File: config.mk
export PLATFORM = sky130hd
export DESIGN_NAME = simplez_loader
export DESIGN_NICKNAME = d
export VERILOG_FILES = /design/src/rtl/simplez_pkg.sv /design/src/rtl/simplez_loader_timer.sv /design/src/rtl/simplez_loader.sv
export SDC_FILE = /design/constraint.sdc
export NUM_CORES = 1
export LEC_CHECK = 0
export CORE_MARGIN = 2
export CORE_UTILIZATION = 45
export DETAILED_ROUTE_END_ITERATION = 8
export PLACE_DENSITY_LB_ADDON = 0.3
export SYNTH_ARGS = -nofsm -noshare
export SYNTH_HDL_FRONTEND = slang
export SYNTH_SLANG_ARGS = --single-unit
File: constraint.sdc
create_clock -name clk -period 4.2 [get_ports clk]
set_input_delay 1.26 -clock clk [delete_from_list [all_inputs] [get_ports clk]]
set_output_delay 1.26 -clock clk [all_outputs]
set_load 0.02 [all_outputs]
File: src/rtl/simplez_pkg.sv
// simplez_pkg: command/response bytes, loader states and RAM limits shared by Simplez F blocks
package simplez_pkg;
  localparam logic [7:0] CMD_LOAD = 8'h4C;
  localparam logic [7:0] RSP_OK = 8'h4B;
  localparam logic [7:0] RSP_ERR = 8'h45;
  localparam logic [8:0] MAX_WORDS = 9'h1F8;
  typedef enum logic [2:0] {
    S_IDLE, S_CNT_H, S_CNT_L, S_DAT_H, S_DAT_L, S_WRITE, S_CHK, S_RESP
  } state_t;
endpackage

File: src/rtl/simplez_loader_timer.sv
// simplez_loader_timer: inter-byte timeout counter, saturates and flags once TIMEOUT idle cycles pass
module simplez_loader_timer #(
  parameter int TIMEOUT = 2_400_000
) (
  input  logic clk,
  input  logic rstn,
  input  logic i_en,
  input  logic i_restart,
  output logic o_expired
);
  localparam int CW = $clog2(TIMEOUT + 1);
  logic [CW-1:0] r_cnt;
  assign o_expired = r_cnt == CW'(TIMEOUT);
  always_ff @(posedge clk) begin
    if (!rstn || !i_en || i_restart) r_cnt <= '0;
    else if (!o_expired) r_cnt <= r_cnt + CW'(1);
  end
endmodule

File: src/rtl/simplez_loader.sv
// simplez_loader: serial program loader writing a checksummed image into RAM while holding the CPU in reset
module simplez_loader import simplez_pkg::*; #(
  parameter int AW = 9,
  parameter int DW = 12,
  parameter int MAX_WORDS = int'(simplez_pkg::MAX_WORDS),
  parameter int TIMEOUT = 2_400_000
) (
  input  logic          clk,
  input  logic          rstn,
  input  logic          rx_rcv,
  input  logic [7:0]    rx_data,
  input  logic          tx_ready,
  output logic          tx_start,
  output logic [7:0]    tx_data,
  output logic          mem_we,
  output logic [AW-1:0] mem_addr,
  output logic [DW-1:0] mem_din,
  output logic          cpu_rstn,
  output logic          busy
);
  localparam logic [AW-1:0] MAXW = AW'(MAX_WORDS);
  state_t r_state, w_next;
  logic [AW-9:0] r_cnt_h;
  logic [3:0] r_hi;
  logic [7:0] r_sum, r_rsp, w_rsp;
  logic [AW-1:0] r_count, r_idx, w_count, w_idx_inc;
  logic w_run, w_expired, w_bad, w_load;
  assign w_count = {r_cnt_h, rx_data};
  assign w_idx_inc = r_idx + AW'(1);
  assign w_bad = w_count == '0 || w_count > MAXW;
  assign w_run = r_state != S_IDLE && r_state != S_RESP;
  assign w_load = r_state == S_IDLE && rx_rcv && rx_data == CMD_LOAD;
  simplez_loader_timer #(.TIMEOUT(TIMEOUT)) u_timer (
    .clk(clk), .rstn(rstn), .i_en(w_run), .i_restart(rx_rcv), .o_expired(w_expired)
  );
  always_ff @(posedge clk) begin
    if (!rstn) r_state <= S_IDLE;
    else r_state <= w_next;
  end
  always_comb begin
    w_next = r_state;
    w_rsp = r_rsp;
    case (r_state)
      S_IDLE:  w_next = w_load ? S_CNT_H : S_IDLE;
      S_CNT_H: w_next = rx_rcv ? S_CNT_L : S_CNT_H;
      S_CNT_L: if (rx_rcv) begin
        w_next = w_bad ? S_RESP : S_DAT_H;
        w_rsp = RSP_ERR;
      end
      S_DAT_H: w_next = rx_rcv ? S_DAT_L : S_DAT_H;
      S_DAT_L: w_next = rx_rcv ? S_WRITE : S_DAT_L;
      S_WRITE: w_next = w_idx_inc == r_count ? S_CHK : S_DAT_H;
      S_CHK:   if (rx_rcv) begin
        w_next = S_RESP;
        w_rsp = rx_data == r_sum ? RSP_OK : RSP_ERR;
      end
      S_RESP:  w_next = tx_ready ? S_IDLE : S_RESP;
      default: w_next = S_IDLE;
    endcase
    // a byte arriving in the same cycle as expiry still counts as on time
    if (w_run && r_state != S_WRITE && !rx_rcv && w_expired) begin
      w_next = S_RESP;
      w_rsp = RSP_ERR;
    end
  end
  always_ff @(posedge clk) begin
    if (!rstn) begin
      tx_start <= 1'b0;
      tx_data <= '0;
      mem_we <= 1'b0;
      mem_addr <= '0;
      mem_din <= '0;
      cpu_rstn <= 1'b1;
      busy <= 1'b0;
      r_cnt_h <= '0;
      r_hi <= '0;
      r_sum <= '0;
      r_count <= '0;
      r_idx <= '0;
      r_rsp <= '0;
    end else begin
      r_rsp <= w_rsp;
      busy <= w_next != S_IDLE;
      tx_start <= r_state == S_RESP && tx_ready;
      mem_we <= r_state == S_DAT_L && rx_rcv;
      if (r_state == S_RESP && tx_ready) tx_data <= r_rsp;
      if (w_load) begin
        r_idx <= '0;
        r_sum <= '0;
        cpu_rstn <= 1'b0;
      end else if (tx_start && tx_data == RSP_OK) cpu_rstn <= 1'b1;
      if (rx_rcv && r_state == S_CNT_H) r_cnt_h <= rx_data[AW-9:0];
      if (rx_rcv && r_state == S_CNT_L) r_count <= w_count;
      if (rx_rcv && r_state == S_DAT_H) r_hi <= rx_data[3:0];
      if (rx_rcv && (r_state == S_DAT_H || r_state == S_DAT_L)) r_sum <= r_sum + rx_data;
      if (rx_rcv && r_state == S_DAT_L) begin
        mem_addr <= r_idx;
        mem_din <= DW'({r_hi, rx_data});
      end
      if (r_state == S_WRITE) r_idx <= w_idx_inc;
    end
  end
endmodule

==> metrics <==
commonest cells after routing, fill and taps aside dfxtp_1 (87), nand2_1 (82), nor2_1 (68); initial antenna violation count 0; GR met2 Demand/Resource 0.3046; Worst EP arrival 3.44 ns; Setup Viol. Count Final 0; Layout area overhead 15.32%; final WL 9.634 mm; Yosys Warn Count 0; Ant. Diodes 0; Reg clk slew, reported paths 0.10 ns; global routing usage on met3 0.04092; Compound-Gate Fraction of Synth Area 0.1374; num rows 35; Layout Nets 572; hold-fix buffers at CTS 0; # H-tree levels 3; die span in y 100.6 µm; grt met1 use 0.2721; Pleak 1.623 nW; Period Utilization, post-route 0.7700; Post-CTS Resized 0; initial drt markers 158; HPWL Detailed 6.754 mm; largest family of logic cells by synthesized area simple AND/OR/NAND/NOR gates; vias in the first global route 3334; startpoint types primary input; async set or reset register ratio after synthesis 0; synth unique cells 53; Placer Congestion 0.8821; Port Buffers 41; via count 3649; CTS tree done; Worst slew margin 0.2928; pwr dens 305.5 mW/mm²; all-layer global routing usage 0.1929; syn_area_per_cell 8.026 µm²; commonest non-fill, non-tap cell in the layout dfxtp_1; Post-Syn Area 0.004198 mm²; Fill cells 889; Adder-Cell Fraction of Synth Area 0.03458; WP buf/inv 1; setup TNS 0 ns; Synth Flop Type dfxtp_1; largest net degree at the start of global routing 64; total clock sinks 87; antenna viol nets, final 0; initial core utilization 0.4586; number of flops mapped to enable cells by yosys 0; final setup margin 0.9660 ns; sequential share of the synthesized area 0.4149; Crit Path Class primary input to register; 1st-pass router iterations 4; worst min path class register to register; slowest stage delay, CP 0.61 ns; max-slew violations 0; FMAX 0.3092 GHz; Longest Clk Path Bufs 2; Post-Syn Instances 523; gr busiest metal met2; drt drc 0; status completed; Max Cap Viol 0; actual slew at the worst max-slew pin 1.061 ns; crit-path cells clkdlybuf4s50_1 > or4_4 > nor4_2 > nor2_2 > a21o_1 > a21oi_1 > nor2_1; core area 0.009153 mm²; fraction of layout cells with a size suffix above 1 0.05776; grt total ovfl 0; worst setup skew after layout 0.01433 ns; worst-path maximum fanout 8; global-route wire length before repair 15.90 mm; post-synthesis mux area share 0.02861; crit path time final 3.234 ns; I/O pin cnt 45; post-synthesis xor/xnor area fraction 0.07303; RSZ-0062 raised after global routing no; DP Worst Slack 0.5616 ns; CTS root buf clkbuf_8; crit path max-delay cell type or4_4; die width 100.6 µm; CTS buffer count 9; Clk Latency, worst-skew pair 0.36 ns; Critical Path Sink Type register; Post-CTS Setup Inserts 0; DIE AREA 0.01012 mm²; Peak supply drop 0.1519 mV; WL per Instance 14.49 µm; count of state elements after synthesis 87; Final Hold Vio Count 0; critical path's top delay family simple AND/OR/NAND/NOR gates; vias per inst 5.487; simple-gate share of the synthesized area 0.2668; Critical Path RT 4.40 ns
power breakdown:
part	leakage (nW)	internal [W]	switching [W]	total [W]
combinational	0.831	0.0000185	0.0000346	0.0000531
sequential	0.700	0.000824	0.0000000969	0.000824
clock	0.0925	0.000280	0.000322	0.000602
state kept, by name, summed over array words and instances (netlist names), 3 cells and up:
signal and count:
r_state 3, r_sum 8, mem_addr 9, r_hi 4
r_count 9, r_rsp 3, u_timer.r_cnt 22, r_idx 9
tx_data 3, mem_din 12
per-stage QoR:
stage	utilization	power (W)	hold slack, ns	instances	instance area, µm²
detailed placement	0.5068	0.0008960	0.4458	649	4638
floorplan	-	0.0008729	0.4316	525	4205
CTS	0.5289	0.001492	0.4565	665	4841
global route	0.5289	0.001533	0.4725	665	4841
global placement	0.5068	0.0008955	0.4415	649	4638
finish	0.5289	0.001479	0.4529	665	4841
final cells by class:
type,count,area [µm²],area share
clock buffers,9,123.9,0.02559
clock inverters,7,78.83,0.01628
inverters,10,37.54,0.007754
multi-input cells,396,2280,0.4709
flip-flops and latches,87,1742,0.3598
well taps,111,138.9,0.02869
repair buffers,45,440.4,0.09098
cells by family after synthesis:
| logic type | count (synthesis) |
|---|---|
| compound gates | 98 |
| xor+xnor | 35 |
| fa+ha+maj | 11 |
| buf+inv | 42 |
| flops | 87 |
| mux | 12 |
| other cells | 1 |
| simple gates | 237 |
Yosys cell counts (2+ instances only):
cell type,instances,share of area
or4_4,2,0.0054
xnor2_1,18,0.038
buf_1,2,0.0018
and4_1,2,0.0042
a211oi_1,3,0.0054
a22oi_1,6,0.011
nor4b_1,5,0.010
or2_2,5,0.0075
nand3_1,20,0.024
and2_1,4,0.0060
nor3_1,11,0.013
a21o_1,3,0.0054
o211ai_1,4,0.0072
nand2_1,82,0.073
a21oi_1,57,0.068
dfxtp_1,87,0.41
buf_2,6,0.0072
xor2_1,17,0.035
clkbuf_1,19,0.017
o31ai_1,2,0.0036
nor2_1,68,0.061
nor4_1,5,0.0075
ha_1,10,0.030
and3_1,4,0.0060
o21ai_0,12,0.014
or3_1,8,0.012
mux2i_1,12,0.029
nand4_1,12,0.018
inv_1,9,0.0080
buf_4,5,0.0089
path summary, 6_finish.rpt:
| check | slack [ns] | depth (start not counted) | start | to |
|---|---|---|---|---|
| setup reg to reg | 1.73 | 7 | r_idx[0] | r_state[0] |
| setup / recovery | 0.97 | 7 | rx_data[0] | r_idx[8] |
| hold reg to reg | 0.45 | 2 | r_hi[2] | mem_din[10] |
| hold / removal | 0.45 | 2 | r_hi[2] | mem_din[10] |
worst reg2reg max path, delay by kind of cell (launching register included):
family	cells	cell delay, ns
xor+xnor	1	0.21
flops	1	0.50
fa+ha+maj	1	0.34
compound gates	2	0.25
simple gates	3	1.04
routing by layer:
metal  vias to the layer above  part of all wire
li1                       1851                 -
met1                      1727              0.49
met2                        69              0.47
met3                         2             0.041
met4                         0            0.0043
met5                         -                 0
No activity file was read; power rests on OpenSTA's default activity.
